[config.mk]
export PLATFORM = sky130hd
export DESIGN_NAME = instr_decode_unit
export DESIGN_NICKNAME = d
export VERILOG_FILES = /design/src/rtl/cpu_isa_pkg.sv /design/src/rtl/instr_field_decode.sv /design/src/rtl/instr_decode_unit.sv
export SDC_FILE = /design/constraint.sdc
export NUM_CORES = 1
export LEC_CHECK = 0
export CAP_MARGIN = 5
export CORE_ASPECT_RATIO = 0.7
export CORE_UTILIZATION = 29
export CTS_CLUSTER_DIAMETER = 30
export CTS_CLUSTER_SIZE = 8
export DETAILED_ROUTE_END_ITERATION = 12
export DONT_BUFFER_PORTS = 1
export HOLD_SLACK_MARGIN = 0.1
export RECOVER_POWER = 50
export SYNTH_ARGS = -nofsm -noshare
export SYNTH_HDL_FRONTEND = slang
export SYNTH_SLANG_ARGS = --single-unit
[constraint.sdc]
create_clock -name clock -period 1.9 [get_ports clock]
set_input_delay 0.57 -clock clock [delete_from_list [all_inputs] [get_ports clock]]
set_output_delay 0.57 -clock clock [all_outputs]
set_load 0.02 [all_outputs]
[src/rtl/cpu_isa_pkg.sv]
// Purpose: shared ISA definitions for the 16-bit core. Holds the opcode/ext
// field codes, the ALU operation codes, the decode FSM state encodings and the
// decoded-bundle payload used by the decoder, ALU and register-file blocks.
package cpu_isa_pkg;

  localparam int unsigned INSTR_W = 16;
  localparam int unsigned FIELD_W = 4;
  localparam int unsigned DATA_W  = 16;
  localparam int unsigned WAIT_W  = 4;

  // Major opcodes with a fixed meaning
  localparam logic [FIELD_W-1:0] OP_REG   = 4'b0000;
  localparam logic [FIELD_W-1:0] OP_MEM   = 4'b0100;
  localparam logic [FIELD_W-1:0] OP_LSH   = 4'b1000;
  localparam logic [FIELD_W-1:0] OP_BCOND = 4'b1100;
  localparam logic [FIELD_W-1:0] OP_LUI   = 4'b1111;

  // ALU selectors: ext field of register forms, op field of immediate forms
  localparam logic [FIELD_W-1:0] EXT_ADD = 4'b0101;
  localparam logic [FIELD_W-1:0] EXT_SUB = 4'b1001;
  localparam logic [FIELD_W-1:0] EXT_CMP = 4'b1011;
  localparam logic [FIELD_W-1:0] EXT_AND = 4'b0001;
  localparam logic [FIELD_W-1:0] EXT_OR  = 4'b0010;
  localparam logic [FIELD_W-1:0] EXT_XOR = 4'b0011;
  localparam logic [FIELD_W-1:0] EXT_MOV = 4'b1101;

  localparam logic [FIELD_W-1:0] EXT_LSH_REG = 4'b0100;
  localparam logic [FIELD_W-1:0] EXT_LSH_IMM = 4'b0000;
  localparam logic [FIELD_W-1:0] EXT_LOAD    = 4'b0000;
  localparam logic [FIELD_W-1:0] EXT_STOR    = 4'b0100;

  localparam logic [FIELD_W-1:0] ALU_ADD  = 4'd0;
  localparam logic [FIELD_W-1:0] ALU_SUB  = 4'd1;
  localparam logic [FIELD_W-1:0] ALU_CMP  = 4'd2;
  localparam logic [FIELD_W-1:0] ALU_AND  = 4'd3;
  localparam logic [FIELD_W-1:0] ALU_OR   = 4'd4;
  localparam logic [FIELD_W-1:0] ALU_XOR  = 4'd5;
  localparam logic [FIELD_W-1:0] ALU_MOV  = 4'd6;
  localparam logic [FIELD_W-1:0] ALU_LSH  = 4'd7;
  localparam logic [FIELD_W-1:0] ALU_LUI  = 4'd8;
  localparam logic [FIELD_W-1:0] ALU_PASS = 4'd9;

  typedef enum logic [1:0] {
    S_IDLE = 2'd0,
    S_HOLD = 2'd1,
    S_WAIT = 2'd2,
    S_TRAP = 2'd3
  } state_t;

  typedef struct packed {
    logic [FIELD_W-1:0] alu_op;
    logic [FIELD_W-1:0] rdest;
    logic [FIELD_W-1:0] rsrc;
    logic [DATA_W-1:0]  imm;
    logic               use_imm;
    logic               reg_we;
    logic               mem_rd;
    logic               mem_wr;
    logic               branch;
    logic               illegal;
  } dec_bundle_t;

  // Maps an ALU selector code to {hit, alu_op}; hit=0 for unknown codes.
  function automatic logic [FIELD_W:0] alu_lookup(input logic [FIELD_W-1:0] code);
    case (code)
      EXT_ADD: return {1'b1, ALU_ADD};
      EXT_SUB: return {1'b1, ALU_SUB};
      EXT_CMP: return {1'b1, ALU_CMP};
      EXT_AND: return {1'b1, ALU_AND};
      EXT_OR:  return {1'b1, ALU_OR};
      EXT_XOR: return {1'b1, ALU_XOR};
      EXT_MOV: return {1'b1, ALU_MOV};
      default: return {1'b0, ALU_PASS};
    endcase
  endfunction

endpackage

[src/rtl/instr_field_decode.sv]
// Purpose: purely combinational field decoder, 16-bit instruction -> bundle.
// Ports:
//   instruction  in  16  [15:12] op, [11:8] rdest, [7:4] ext, [3:0] rsrc/imm_lo
//   bundle       out     decoded control (dec_bundle_t); unknown encodings
//                        come out as a PASS/no-side-effect bundle with illegal=1
module instr_field_decode
  import cpu_isa_pkg::*;
(
  input  logic [INSTR_W-1:0] instruction,
  output dec_bundle_t        bundle
);

  logic [FIELD_W-1:0] op;
  logic [FIELD_W-1:0] rd;
  logic [FIELD_W-1:0] ext;
  logic [FIELD_W-1:0] lo;
  logic [FIELD_W:0]   reg_form;
  logic [FIELD_W:0]   imm_form;

  assign op  = instruction[15:12];
  assign rd  = instruction[11:8];
  assign ext = instruction[7:4];
  assign lo  = instruction[3:0];

  // Register forms select the ALU op by ext, immediate forms by op itself
  assign reg_form = alu_lookup(ext);
  assign imm_form = alu_lookup(op);

  always_comb begin
    bundle         = '0;
    bundle.alu_op  = ALU_PASS;
    bundle.rdest   = rd;
    bundle.rsrc    = lo;
    bundle.imm     = {{(DATA_W-8){ext[FIELD_W-1]}}, ext, lo};
    bundle.illegal = 1'b1;
    if (op == OP_REG) begin
      if (reg_form[FIELD_W]) begin
        bundle.alu_op  = reg_form[FIELD_W-1:0];
        bundle.reg_we  = (reg_form[FIELD_W-1:0] != ALU_CMP);
        bundle.illegal = 1'b0;
      end
    end else if (imm_form[FIELD_W]) begin
      bundle.alu_op  = imm_form[FIELD_W-1:0];
      bundle.use_imm = 1'b1;
      bundle.reg_we  = (imm_form[FIELD_W-1:0] != ALU_CMP);
      bundle.illegal = 1'b0;
    end else begin
      case (op)
        OP_LSH: begin
          if (ext == EXT_LSH_REG || ext == EXT_LSH_IMM) begin
            bundle.alu_op  = ALU_LSH;
            bundle.use_imm = (ext == EXT_LSH_IMM);
            bundle.reg_we  = 1'b1;
            bundle.illegal = 1'b0;
          end
        end
        OP_MEM: begin
          if (ext == EXT_LOAD) begin
            bundle.mem_rd  = 1'b1;
            bundle.reg_we  = 1'b1;
            bundle.illegal = 1'b0;
          end else if (ext == EXT_STOR) begin
            bundle.mem_wr  = 1'b1;
            bundle.illegal = 1'b0;
          end
        end
        OP_BCOND: begin
          bundle.branch  = 1'b1;
          bundle.illegal = 1'b0;
        end
        OP_LUI: begin
          bundle.alu_op  = ALU_LUI;
          bundle.imm     = {ext, lo, 8'h00};
          bundle.use_imm = 1'b1;
          bundle.reg_we  = 1'b1;
          bundle.illegal = 1'b0;
        end
        default: ;
      endcase
    end
  end

endmodule

[src/rtl/instr_decode_unit.sv]
// Purpose: consumer end of the instruction stream. Accepts one instruction per
// valid/ready handshake, registers the decoded bundle for the REG/ALU datapath,
// stalls MEM_WAIT cycles after a LOAD is taken, and counts issued bundles.
// Build option: ILLEGAL_TRAP_EN - illegal encodings lock the block in S_TRAP
// (sticky illegal) instead of issuing a NOP bundle flagged illegal.
// Ports:
//   clock, reset             rising-edge clock, synchronous active-high reset
//   instr_valid/instr_ready  upstream handshake; instruction is the 16-bit word
//   dec_valid/dec_ready      downstream handshake for the decoded bundle
//   alu_op, rdest, rsrc, imm, use_imm, reg_we, mem_rd, mem_wr, branch, illegal
//                            registered bundle fields
//   dec_count                bundles taken by the datapath (wraps)
module instr_decode_unit
  import cpu_isa_pkg::*;
#(
  parameter int unsigned MEM_WAIT = 2,
  parameter int unsigned CNT_W    = 16
) (
  input  logic               clock,
  input  logic               reset,
  input  logic               instr_valid,
  output logic               instr_ready,
  input  logic [INSTR_W-1:0] instruction,
  output logic               dec_valid,
  input  logic               dec_ready,
  output logic [FIELD_W-1:0] alu_op,
  output logic [FIELD_W-1:0] rdest,
  output logic [FIELD_W-1:0] rsrc,
  output logic [DATA_W-1:0]  imm,
  output logic               use_imm,
  output logic               reg_we,
  output logic               mem_rd,
  output logic               mem_wr,
  output logic               branch,
  output logic               illegal,
  output logic [CNT_W-1:0]   dec_count
);

`ifdef ILLEGAL_TRAP_EN
  localparam bit TRAP_EN = 1'b1;
`else
  localparam bit TRAP_EN = 1'b0;
`endif

  localparam bit                LOAD_STALL = (MEM_WAIT != 0);
  localparam logic [WAIT_W-1:0] WAIT_INIT  = WAIT_W'(MEM_WAIT);

  state_t             state, state_nxt;
  dec_bundle_t        bundle_q, bundle_nxt, dec_c;
  logic               valid_q, valid_nxt;
  logic [WAIT_W-1:0]  wait_q, wait_nxt;
  logic [CNT_W-1:0]   count_q, count_nxt;
  logic               live_q;
  logic               xfer_in, xfer_out;
  state_t             take_state;
  logic               take_valid;
  dec_bundle_t        take_bundle;

  instr_field_decode u_field_decode (
    .instruction (instruction),
    .bundle      (dec_c)
  );

  // Ready is held low for the first cycle out of reset; a held LOAD blocks
  // the same-edge refill because its release leads into the wait stall.
  always_comb begin
    instr_ready = 1'b0;
    if (live_q) begin
      case (state)
        S_IDLE:  instr_ready = 1'b1;
        S_HOLD:  instr_ready = dec_ready && !(LOAD_STALL && bundle_q.mem_rd);
        default: instr_ready = 1'b0;
      endcase
    end
  end

  assign xfer_in  = instr_valid && instr_ready;
  assign xfer_out = valid_q && dec_ready;

  // Result of accepting the instruction on the input port
  always_comb begin
    take_state  = S_HOLD;
    take_valid  = 1'b1;
    take_bundle = dec_c;
    if (TRAP_EN && dec_c.illegal) begin
      take_state          = S_TRAP;
      take_valid          = 1'b0;
      take_bundle         = bundle_q;
      take_bundle.illegal = 1'b1;
    end
  end

  // Next-state and datapath register updates
  always_comb begin
    state_nxt  = state;
    valid_nxt  = valid_q;
    bundle_nxt = bundle_q;
    wait_nxt   = wait_q;
    count_nxt  = xfer_out ? count_q + CNT_W'(1) : count_q;
    case (state)
      S_IDLE: begin
        if (xfer_in) begin
          state_nxt  = take_state;
          valid_nxt  = take_valid;
          bundle_nxt = take_bundle;
        end
      end
      S_HOLD: begin
        if (xfer_out) begin
          if (LOAD_STALL && bundle_q.mem_rd) begin
            state_nxt          = S_WAIT;
            valid_nxt          = 1'b0;
            wait_nxt           = WAIT_INIT;
            bundle_nxt.illegal = 1'b0;
          end else if (xfer_in) begin
            state_nxt  = take_state;
            valid_nxt  = take_valid;
            bundle_nxt = take_bundle;
          end else begin
            state_nxt          = S_IDLE;
            valid_nxt          = 1'b0;
            bundle_nxt.illegal = 1'b0;
          end
        end
      end
      S_WAIT: begin
        valid_nxt = 1'b0;
        wait_nxt  = (wait_q != '0) ? wait_q - WAIT_W'(1) : '0;
        if (wait_q <= WAIT_W'(1)) begin
          state_nxt = S_IDLE;
        end
      end
      S_TRAP: begin
        valid_nxt          = 1'b0;
        bundle_nxt.illegal = 1'b1;
      end
      default: begin
        state_nxt = S_IDLE;
        valid_nxt = 1'b0;
      end
    endcase
  end

  // State and output registers
  always_ff @(posedge clock) begin
    if (reset) begin
      state    <= S_IDLE;
      bundle_q <= '0;
      valid_q  <= 1'b0;
      wait_q   <= '0;
      count_q  <= '0;
      live_q   <= 1'b0;
    end else begin
      state    <= state_nxt;
      bundle_q <= bundle_nxt;
      valid_q  <= valid_nxt;
      wait_q   <= wait_nxt;
      count_q  <= count_nxt;
      live_q   <= 1'b1;
    end
  end

  assign dec_valid = valid_q;
  assign alu_op    = bundle_q.alu_op;
  assign rdest     = bundle_q.rdest;
  assign rsrc      = bundle_q.rsrc;
  assign imm       = bundle_q.imm;
  assign use_imm   = bundle_q.use_imm;
  assign reg_we    = bundle_q.reg_we;
  assign mem_rd    = bundle_q.mem_rd;
  assign mem_wr    = bundle_q.mem_wr;
  assign branch    = bundle_q.branch;
  assign illegal   = bundle_q.illegal;
  assign dec_count = count_q;

endmodule

# Word-level counts from Yosys, hierarchy flattened

Index checks and enable logic that the tools add are counted.

Memory bits (read-only): 0
Memories kept: 0
Output and inout bits: 52
Latch bits: 0
Register bits: 58
Input port bits: 20
Memory bits (writable): 0
Logic and storage cells: 131

Equal/unequal tests: 30
Shift operators: 0
Multipliers: 0
Div/mod/pow operators: 0
Reduce and logical (&&, ||, !) cells: 21
Order comparisons: 1
Mux-type cells: 62
Add/sub/neg operators: 2
Bitwise operators: 0

Operators by type and width:

| kind                  | count |
|---|---|
| $pmux 5 s7            | 2 |
| $mux 34               | 2 |
| $mux 33               | 2 |
| $pmux 33 s2           | 1 |
| $eq 4x4->1 const B    | 9 |
| $mux 15               | 2 |
| $mux 2                | 14 |
| $mux 4                | 7 |
| $mux 1                | 20 |
| $add 16x1->16 const B | 1 |
| $eq 4x2->1 const B    | 4 |
| $eq 4x3->1 const B    | 4 |
| $mux 16               | 1 |
| $pmux 4 s2            | 2 |
| $ne 2x2->1 const B    | 6 |
| $pmux 1 s3            | 4 |
| $reduce_and 3->1      | 3 |
| $eq 4x1->1 const B    | 2 |
| $logic_not 4->1       | 2 |
| $ne 4x2->1 const B    | 2 |
| $mux 3                | 2 |
| $pmux 2 s3            | 1 |
| $reduce_bool 3->1     | 2 |
| $reduce_and 5->1      | 1 |
| other kinds (14)      | 20 |

# Depth between registers and ports, before layout

Gate-level depths: netlist of the first run.

Depth after elaboration: 13
Depth in mapped cells: 7
Gate-level depth less buffers: 5

# Modules after synthesis

Synthesis of the first run repeated with hierarchy kept, for this count alone.

Cells, all modules: 346
Area, all modules: 2972.9 µm²

By module, submodules not included:

| module             | times used | area an instance (µm²) | cells an instance | sequential area each (µm²) |
|---|---|---|---|---|
| instr_decode_unit  | 1          | 2322.2                 | 247               | 1161.1 |
| instr_field_decode | 1          | 650.6                  | 99                | 0.0 |

# Least setup slack after synthesis of the first run

OpenSTA, ideal clock, no wires.

Path type: input port to flip-flop
From: input instruction[4]
To: register bundle_q (netlist bit reg_we)
Required time: 1.830 ns
Cell stages on the path: 6
Slack: -0.116 ns
Buffers on the path: 1
Library setup time: 0.070 ns
Data arrival time: 1.946 ns
Cell sequence: clkbuf_1 or4_1 nor2_1 a211oi_1 or4_1 a21oi_1

Word-level cells in the longest chain between the ends: 13
Elaborated cells between the ends (all ways): 29
Classes of those cells: 9 x eq/ne; 18 x mux; 2 x reduce/logical

RTL lines:

| what                                                 | RTL line                                           | source |
|---|---|---|
| from (decl)                                          | instr_decode_unit.sv:23                            | `input logic [INSTR_W-1:0] instruction,` |
| $eq 4x3->1 / $logic_not 4->1 (equally long branches) | instr_field_decode.sv:50, instr_field_decode.sv:58 |  |
| $logic_or 1x1->1                                     | instr_field_decode.sv:50                           | `if (ext == EXT_LSH_REG \|\| ext == EXT_LSH_IMM) begin` |
| $mux 2                                               | instr_field_decode.sv:50                           |  |
| $mux 2                                               | instr_field_decode.sv:48                           | `case (op)` |
| $mux 2                                               | instr_field_decode.sv:42                           | `end else if (imm_form[FIELD_W]) begin` |
| $mux 2                                               | instr_field_decode.sv:36                           | `if (op == OP_REG) begin` |
| $pmux 1 s3                                           | instr_field_decode.sv:48                           |  |
| $mux 2                                               | instr_field_decode.sv:42                           |  |
| $mux 1 (*)                                           | instr_field_decode.sv:36                           |  |
| $mux 33                                              | instr_decode_unit.sv:115                           | `end else if (xfer_in) begin` |
| $mux 33                                              | instr_decode_unit.sv:110                           | `if (LOAD_STALL && bundle_q.mem_rd) begin` |
| $mux 34                                              | instr_decode_unit.sv:109                           | `if (xfer_out) begin` |
| $pmux 33 s2 (*)                                      | instr_decode_unit.sv:100                           | `case (state)` |
| to (signal assigned)                                 | instr_decode_unit.sv:155                           | `bundle_q <= bundle_nxt;` |
| to (decl)                                            | instr_decode_unit.sv:49                            | `dec_bundle_t bundle_q, bundle_nxt, dec_c;` |

Mark *: on every way between the ends. The rest lies on a longest branch, timed or not. The select of a mux whose other input is x is not followed.
A chain may end at the register's enable or synchronous reset.

# Worst setup path after layout of the first run

From: register state[1]
To: output instr_ready

Word-level cells in the longest chain between the ends: 3
Elaborated cells between the ends (all ways): 4
Classes of those cells: 1 x eq/ne; 2 x mux; 1 x reduce/logical

RTL lines:

| what                                                 | RTL line                 | source |
|---|---|---|
| from (decl)                                          | instr_decode_unit.sv:48  | `state_t state, state_nxt;` |
| from (signal assigned)                               | instr_decode_unit.sv:154 | `state <= state_nxt;` |
| $eq 2x1->1 / $logic_not 2->1 (equally long branches) | instr_decode_unit.sv:69  | `case (state)` |
| $pmux 1 s2 (*)                                       | instr_decode_unit.sv:69  |  |
| $mux 1 (*)                                           | instr_decode_unit.sv:68  | `if (live_q) begin` |
| to (decl)                                            | instr_decode_unit.sv:22  | `output logic instr_ready,` |

Mark *: on every way between the ends. The rest lies on a longest branch, timed or not.

==> impl_metrics.csv, run 1 <==
group,metric,value,unit
status,status,"complete, no violations",
clock_network,postCtsHoldBufs,0,
detailed_routing,ant_nets,0,
place,place_congestion,0.822,
sta,finalCritPeriodShare,94.6,%
critical_path,crit_type,"reg2out",
final_layout,fin_cells,460,
floorplan,placementRows,28,
floorplan,start_util,30.8,%
pwr,p_leak,1.06,nW
pwr,pwr_density_cell,946,nW/um^2
floorplan,dieArea,9610,sq um
logic_synthesis,synth-edff-count,0,
logic_synthesis,synthesis.nets,360,
clock_network,cts_buffers,9,
sta,hold_viol,0,
sta,slew_viol_final,0,
global_route,grt_start_max_net_pins,55,
logic_synthesis,synth-main-ff-cell,"dfxtp_1",
sta,rsz0062_at_grt,"no",
final_layout,final_cell_mix,"dfxtp_1 (58), nand2_1 (54), a21oi_1 (38), nor2_1 (36), nand3_1 (19)",
final_layout,diodes,0,
detailed_routing,routed_wl,6970,um
clock_network,cts.repair.resized,0,
global_route,overflow,0,
global_route,antenna_found_initial,0,
place,place_ws,0.00575,ns
sta,setup_viol,0,
critical_path,cp.arrival,1.23,ns
critical_path,required,1.33,ns
logic_synthesis,avgSynthCellArea,7.89,sq um
final_layout,drive_gt1_share,7.65,%
pwr,peakVddDrop,0.489,mV
clock_network,post-cts-setup-buffers,0,
sta,hold-worst-slack,0.324,ns
sta,finClkSkew,0.00515,ns
detailed_routing,vias,2346,
clock_network,clkSinkCount,58,
hold_path,min_path_type,"in2reg",
floorplan,die_w,117,um
logic_synthesis,synth-async-reset-ratio,0,%
detailed_routing,wl_met1,3280,um
logic_synthesis,synthCells,339,
clock_network,cts_tree,"yes",
sta,max_slew_margin,69.6,%
detailed_routing,wl_met3,683,um
critical_path,cp_max_fo,11,
clock_network,root_buffer,"clkbuf_16",
logic_synthesis,yosys_warnings,0,
sta,timing.final.ws_setup,0.103,ns
detailed_routing,routed.top_layer,"met4",
sta,post-route-min-period,1.80,ns
global_route,grt_pass1_wl,11000,um
logic_synthesis,ys_types,43,
final_layout,nets,360,
final_layout,final_util,35.4,%
final_layout,final_common_cell,"dfxtp_1",
floorplan,pin_count,72,
floorplan,fp.dieH,82.3,um
sta,tns,0,ns
detailed_routing,drt_iter0_markers,110,
critical_path,end_kind,"primary output",
place,dpl.cell_count,448,
detailed_routing,drc_errors,0,
clock_network,clockBufferDepth,2,
clock_network,clk_latency,0.31,ns
final_layout,area_delta_synth_final,15.0,%
clock_network,ctsHtreeMaxLevel,3,
detailed_routing,wl_per_cell,15.2,um
detailed_routing,wl_met2,2960,um
final_layout,final_area,3080,sq um
detailed_routing,firstDrtPassIters,4,
place,io_buffers,0,
critical_path,crit_path_start_kind,"flip-flop",
detailed_routing,via_per_inst,5.10,
pwr,finalPower,2.91,mW
sta,max_freq,556,MHz
floorplan,core_area,8690,sq um
logic_synthesis,synth-seq-cells,58,
logic_synthesis,yosysSeqAreaShare,43.4,%
global_route,track_usage,15.2,%
sta,tightest_slew,0.453,ns
logic_synthesis,syn-cell-area,2670,sq um
clock_network,clkTransAtPathRegs,0.05,ns
run,maxCapViolations,0,
place,place_area,2850,sq um
global_route,grt_pass1_vias,2170,
place,post-dp-hpwl,4860,um
cell families (layout without fill, tap and decap cells):
kind of cell             Yosys count  after routing  share of synthesized area (%)
multiplexers                       1              1                          0.421
AO/OA/AOI/OAI                     70             70                           15.7
AND/OR/NAND/NOR                  165            165                           30.6
buffers and inverters             28             29                           4.21
flip-flops                        58             58                           43.4
adder cells (fa/ha/maj)            1              1                          0.468
XOR/XNOR                          16             16                           5.24
path summary, 6_finish.rpt:
check / start / cells after the start / slack (ns) / to
worst min register to register: wait_q[0] / 2 / 0.49 / wait_q[0]
worst min-delay path: reset / 1 / 0.32 / dec_count[6]
worst max register to register: state[1] / 4 / 0.20 / wait_q[2]
worst max-delay path: state[1] / 3 / 0.10 / instr_ready
cell usage after synthesis, types with 2 or more instances:
| cell type | count | share of area (%) |
|---|---|---|
| inv_1 | 2 | 0.28 |
| o21ai_0 | 10 | 1.9 |
| a211oi_1 | 2 | 0.56 |
| or2_2 | 2 | 0.47 |
| nor3_1 | 9 | 1.7 |
| dfxtp_1 | 58 | 43 |
| and4b_1 | 2 | 0.75 |
| nor2b_1 | 7 | 1.6 |
| and3_1 | 3 | 0.70 |
| and4_1 | 4 | 1.3 |
| nand3_1 | 19 | 3.6 |
| xnor2_1 | 7 | 2.3 |
| a21oi_1 | 38 | 7.1 |
| nand4_1 | 4 | 0.94 |
| nand3b_1 | 4 | 1.1 |
| nand2b_1 | 6 | 1.4 |
| or4_1 | 2 | 0.56 |
| nand4b_1 | 3 | 0.98 |
| clkbuf_1 | 25 | 3.5 |
| nor4_1 | 3 | 0.70 |
| nand2_1 | 54 | 7.6 |
| and2_1 | 3 | 0.70 |
| a311oi_1 | 7 | 2.3 |
| o211ai_1 | 3 | 0.84 |
| xor2_1 | 9 | 2.9 |
| nor2_1 | 36 | 5.1 |
layout make-up:
type	count	area [sq um]
clock buffer	11	243
fill	935	5610
multi-input combinational	253	1400
tap	120	150
clock inverter	1	5.00
sequential	58	1160
timing repair buffer	15	106
inverter	2	7.51
state kept, by name, indices dropped and copies added (netlist names):
signal,flops
alu_op,4
dec_valid,1
use_imm,1
rsrc,4
rdest,4
state,2
illegal,1
mem_rd,1
live_q,1
dec_count,16
reg_we,1
mem_wr,1
wait_q,4
imm,16
branch,1
metal layers:
metal | global-route usage (%) | up-vias
met5 | 0 | -
met4 | 3.42 | 0
met3 | 7.88 | 6
met2 | 22.9 | 61
met1 | 19.3 | 1100
li1 | - | 1179
where the power goes:
group / switching [mW] / total, mW / leakage (nW) / internal [mW]
clock network: 0.487 / 1.37 / 0.123 / 0.882
registers: 0.0882 / 1.35 / 0.472 / 1.27
logic: 0.104 / 0.188 / 0.461 / 0.0834
critical path: stages (launching register included):
cell	delay (ns)
dfxtp_1	0.40
nand2b_1	0.19
a21oi_1	0.15
buf_4	0.17
Note: power is estimated with default switching activity, not from simulation.
==> inputs of run 2 (changes only) <==
--- a/config.mk
+++ b/config.mk
@@ -5,13 +5,13 @@
 export SDC_FILE = /design/constraint.sdc
 export NUM_CORES = 1
 export LEC_CHECK = 0
+export BUFFER_PORTS_ARGS = -buffer_cell sky130_fd_sc_hd__clkbuf_2
 export CAP_MARGIN = 5
 export CORE_ASPECT_RATIO = 0.7
 export CORE_UTILIZATION = 29
 export CTS_CLUSTER_DIAMETER = 30
-export CTS_CLUSTER_SIZE = 8
+export CTS_CLUSTER_SIZE = 40
 export DETAILED_ROUTE_END_ITERATION = 12
-export DONT_BUFFER_PORTS = 1
 export HOLD_SLACK_MARGIN = 0.1
 export RECOVER_POWER = 50
 export SYNTH_ARGS = -nofsm -noshare
==> impl_metrics.csv, run 2 (synthesis gave the netlist of run 1 again) <==
group,metric,value,unit
critical_path,worstSetupStartpoint,"mem_rd",
place,post-dp-hpwl,5160,um
floorplan,die_w,117,um
global_route,track_usage,16.3,%
critical_path,worst-path-stages,4,
critical_path,required,1.33,ns
final_layout,diodes,0,
sta,rsz0062_at_grt,"no",
critical_path,critPathMaxStageDelay,0.34,ns
sta,finClkSkew,0.00566,ns
clock_network,post-cts-setup-buffers,0,
clock_network,clockBufferDepth,2,
place,place_congestion,0.790,
detailed_routing,firstDrtPassIters,4,
hold_path,min_path_type,"reg2reg",
clock_network,clk_latency,0.32,ns
clock_network,clkTransAtPathRegs,0.05,ns
critical_path,crit_path_start_kind,"flip-flop",
final_layout,drive_gt1_share,16.8,%
detailed_routing,ant_nets,0,
final_layout,fin_cells,542,
clock_network,cts_buffers,9,
global_route,grt_pass1_vias,2429,
critical_path,crit_type,"reg2out",
pwr,p_comb_share,11.7,%
critical_path,path_common_cell,"buf_4",
status,status,"complete, no violations",
global_route,grt_pass1_wl,12000,um
detailed_routing,vias,2637,
critical_path,cpMaxStageDelayCell,"dfxtp_1",
floorplan,placementRows,28,
run,maxCapViolations,0,
floorplan,core_area,8690,sq um
pwr,seqPwrFrac,41.3,%
sta,hold_viol,0,
sta,setup_viol,0,
critical_path,crit_chain,"nand2b_4, buf_4, a21oi_1, buf_4",
final_layout,final_common_cell,"dfxtp_1",
critical_path,worst-r2r-setup-slack,0.19,ns
critical_path,cp_top_family,"flip-flops",
detailed_routing,wl_per_cell,13.5,um
sta,finalCritPeriodShare,94.8,%
pwr,peakVddDrop,0.455,mV
floorplan,start_util,30.8,%
clock_network,ctsHtreeMaxLevel,3,
sta,post-route-min-period,1.80,ns
sta,tightest_slew,0.720,ns
clock_network,root_buffer,"clkbuf_16",
critical_path,cp.arrival,1.23,ns
pwr,clockPowerShare,47.0,%
pwr,p_sw_share,25.5,%
critical_path,r2r-start,"state[1]",
global_route,grt_start_max_net_pins,41,
floorplan,pin_count,72,
detailed_routing,via_per_inst,4.87,
pwr,pwr_density_cell,899,nW/um^2
sta,max_freq,555,MHz
detailed_routing,drt_iter0_markers,130,
floorplan,fp.dieH,82.3,um
critical_path,cp_max_fo,4,
detailed_routing,drc_errors,0,
sta,slew_viol_final,0,
global_route,antenna_found_initial,0,
final_layout,area_delta_synth_final,30.3,%
final_layout,nets,439,
global_route,overflow,0,
pwr,switchingPower,0.799,mW
pwr,p_int,2.33,mW
critical_path,crit_buf_inv,2,
critical_path,r2r-end,"wait_q[2]",
floorplan,dieArea,9610,sq um
clock_network,clkSinkCount,58,
sta,tns,0,ns
detailed_routing,routed_wl,7300,um
final_layout,final_cell_mix,"dfxtp_1 (58), nand2_1 (54), clkbuf_1 (44), a21oi_1 (38), nor2_1 (36)",
sta,max_slew_margin,52.0,%
critical_path,end_kind,"primary output",
critical_path,r2r_cells,4,
place,dpl.cell_count,527,
place,io_buffers,71,
clock_network,cts_tree,"yes",
critical_path,setup.worst_path.end,"instr_ready",
clock_network,postCtsHoldBufs,0,
pwr,p_leak,1.30,nW
==> run 2: changes by cell type in the layout (fill, tap and decap cells not counted), moves of 2 or more <==
| cell | before | now |
|---|---|---|
| clkbuf_1 | 6 | 44 |
| and2_0 | 2 | 0 |
| clkbuf_2 | 0 | 29 |
| and2_1 | 1 | 3 |
| buf_4 | 9 | 21 |
| clkinv_2 | 1 | 3 |
==> run 2: power groups by stage <==
stage                     Combinational [mW]  Clock, mW  Sequential [mW]
final                                  0.366       1.47             1.29
after detailed placement               0.380          0             1.32
after global placement                 0.376          0             1.32
after global routing                   0.406       1.56             1.30
after floorplan                        0.178          0             1.36
after CTS                              0.382       1.52             1.29
==> run 2: how the worst min path moves through the flow <==
| stage | startpoint | to | slack [ns] | cells past startpoint |
|---|---|---|---|---|
| 6_report | branch | branch | 0.45 | 2 |
| 5_1_grt | instruction[10] | rdest[2] | 0.46 | 3 |
| 4_1_cts | branch | branch | 0.45 | 2 |
| 3_5_place_dp | branch | branch | 0.45 | 2 |
| 3_3_place_gp | imm[1] | imm[1] | 0.44 | 2 |
| 2_1_floorplan | wait_q[0] | wait_q[0] | 0.46 | 2 |
==> run 2: through the flow <==
| step | hold slack [ns] | area [sq um] | utilization (%) | total power, mW | setup slack (ns) |
|---|---|---|---|---|---|
| floorplan | 0.456 | 2680 | - | 1.54 | 0.0142 |
| global placement | 0.441 | 3270 | 37.7 | 1.69 | -0.0531 |
| detailed placement | 0.446 | 3270 | 37.7 | 1.70 | -0.0862 |
| CTS | 0.453 | 3550 | 40.8 | 3.20 | 0.0332 |
| global route | 0.460 | 3480 | 40.1 | 3.26 | 0.0401 |
| finish | 0.449 | 3480 | 40.1 | 3.13 | 0.0993 |
==> run 2: tightest hold or removal path: stages (launching register included) <==
cell     delay (ns)
dfxtp_1        0.30
nand2_1        0.05
a21oi_1        0.05
==> run 2: final cells by class <==
class	instances	area, sq um
fillers	969	5200
multi-input cells	253	1410
flip-flops and latches	58	1160
repair buffers	94	484
clock buffers	12	256
well taps	120	150
clock inverters	3	15.0
inverters	2	7.51
==> run 2: repair_timing <==
action / 4_1_cts / 5_1_grt
endpoints found under the hold margin: 0 / 0
setup endpoints to repair: 0 / 1
gates resized for setup: 0 / 3
==> run 2: per-layer routing <==
layer | vias up | GRT usage [%] | wire length, um
li1 | 1349 | - | -
met1 | 1217 | 21.5 | 3560
met2 | 62 | 23.8 | 3130
met3 | 9 | 6.72 | 523
met4 | 0 | 5.95 | 85
met5 | - | 0 | 0
==> inputs of run 3 (changes only) <==
--- a/config.mk
+++ b/config.mk
@@ -13,6 +13,7 @@
 export CTS_CLUSTER_SIZE = 40
 export DETAILED_ROUTE_END_ITERATION = 12
 export HOLD_SLACK_MARGIN = 0.1
+export PLACE_DENSITY = 0.5
 export RECOVER_POWER = 50
 export SYNTH_ARGS = -nofsm -noshare
 export SYNTH_HDL_FRONTEND = slang
==> impl_metrics.csv, run 3 (synthesis gave the netlist of run 1 again) <==
group,metric,value,unit
critical_path,crit_path_start_kind,"flip-flop",
global_route,use_met2,23.1,%
global_route,grt_pass1_vias,2383,
pwr,p_leak,1.35,nW
detailed_routing,wl_per_cell,13.6,um
final_layout,diodes,0,
clock_network,clkSinkCount,58,
final_layout,final_common_cell,"dfxtp_1",
clock_network,cts_tree,"yes",
global_route,antenna_found_initial,0,
sta,max_slew_margin,47.4,%
clock_network,postCtsHoldBufs,0,
hold_path,hp-start,"imm[6]",
global_route,grt_start_max_net_pins,41,
clock_network,clk_latency,0.33,ns
hold_path,min_path_type,"reg2reg",
clock_network,clockBufferDepth,2,
status,status,"complete, no violations",
sta,hold-worst-slack,0.452,ns
final_layout,fillers,941,
critical_path,crit_type,"reg2out",
sta,finClkSkew,0.0102,ns
clock_network,cts.repair.resized,0,
detailed_routing,drt_iter0_markers,114,
detailed_routing,routed_wl,7410,um
sta,setup_viol,0,
global_route,grt_pass1_wl,11700,um
global_route,grtUsageMet1,22.1,%
clock_network,clkTransAtPathRegs,0.05,ns
pwr,peakVddDrop,0.557,mV
run,maxCapViolations,0,
detailed_routing,ant_nets,0,
final_layout,nets,442,
clock_network,ctsHtreeMaxLevel,3,
floorplan,fp.dieH,82.3,um
final_layout,drive_gt1_share,17.4,%
sta,slew_viol_final,0,
floorplan,pin_count,72,
sta,post-route-min-period,1.84,ns
sta,finalCritPeriodShare,96.7,%
global_route,busiest_layer,"met2",
detailed_routing,vias,2642,
critical_path,end_kind,"primary output",
sta,tns,0,ns
clock_network,cts_buffers,9,
final_layout,final_cell_mix,"dfxtp_1 (58), nand2_1 (54), clkbuf_1 (44), a21oi_1 (38), nor2_1 (36)",
sta,max_freq,544,MHz
global_route,overflow,0,
sta,hold_viol,0,
detailed_routing,via_per_inst,4.84,
place,place_congestion,0.792,
critical_path,r2r-start,"state[0]",
sta,tightest_slew,0.788,ns
critical_path,cp.arrival,1.27,ns
floorplan,dieArea,9610,sq um
sta,rsz0062_at_grt,"no",
critical_path,required,1.33,ns
global_route,track_usage,16.3,%
final_layout,fin_cells,546,
final_layout,area_delta_synth_final,33.8,%
place,io_buffers,71,
detailed_routing,drc_errors,0,
clock_network,root_buffer,"clkbuf_16",
place,post-dp-hpwl,5300,um
critical_path,cp_max_fo,8,
detailed_routing,firstDrtPassIters,4,
floorplan,die_w,117,um
floorplan,start_util,30.8,%
place,place_area,3280,sq um
clock_network,post-cts-setup-buffers,0,
global_route,grtUsageMet3,7.52,%
critical_path,worstSetupStartpoint,"state[1]",
final_layout,final_area,3580,sq um
final_layout,final_util,41.2,%
floorplan,placementRows,28,
pwr,pwr_density_cell,995,nW/um^2
place,dpl.cell_count,530,
floorplan,core_area,8690,sq um
==> run 3: cell types whose count changed in the layout (fill, tap and decap cells not counted), sizes merged <==
cell | before | now
buf | 22 | 23
bufinv | 0 | 3
clkbuf | 84 | 86
clkinv | 3 | 0
clkinvlp | 0 | 1
==> run 3: through the flow <==
step	power (mW)	setup WS, ns
floorplan	1.54	0.0142
global placement	1.69	-0.0515
detailed placement	1.70	-0.0871
CTS	3.63	0.0614
global route	3.72	0.0109
finish	3.56	0.0624
==> run 3: cell type report <==
cell class	instances	area (sq um)	share of cell area [%]
inverter	2	7.51	0.210
clock inverter	4	97.6	2.73
multi-input combinational	253	1400	39.2
clock buffer	12	256	7.17
timing repair buffer	97	502	14.0
tap	120	150	4.20
sequential	58	1160	32.5
==> run 3: path summary, 6_finish.rpt <==
| path | end | slack (ns) | depth (start not counted) |
|---|---|---|---|
| worst max-delay path | instr_ready | 0.06 | 4 |
| worst min-delay path | imm[6] | 0.45 | 2 |
| worst max register to register | wait_q[2] | 0.23 | 4 |
| worst min register to register | imm[6] | 0.45 | 2 |
==> run 3: layer usage <==
metal  part of all wire, %  vias to the layer above
met4                  0.58                        0
met5                     0                        -
li1                      -                     1357
met2                    41                       71
met3                   7.8                        4
met1                    50                     1210
==> run 3: report_power, final <==
group          internal (mW)  total, mW  switching, mW
clock                   1.35       1.90          0.552
combinational          0.131      0.363          0.232
sequential              1.26       1.29         0.0288
total                   2.75       3.56          0.813
==> run 3: worst max-delay path, stage by stage (launching register included) <==
cell and delay [ns]:
dfxtp_1 0.33, buf_4 0.17, nand2b_1 0.13, a21oi_1 0.13, clkbuf_2 0.19
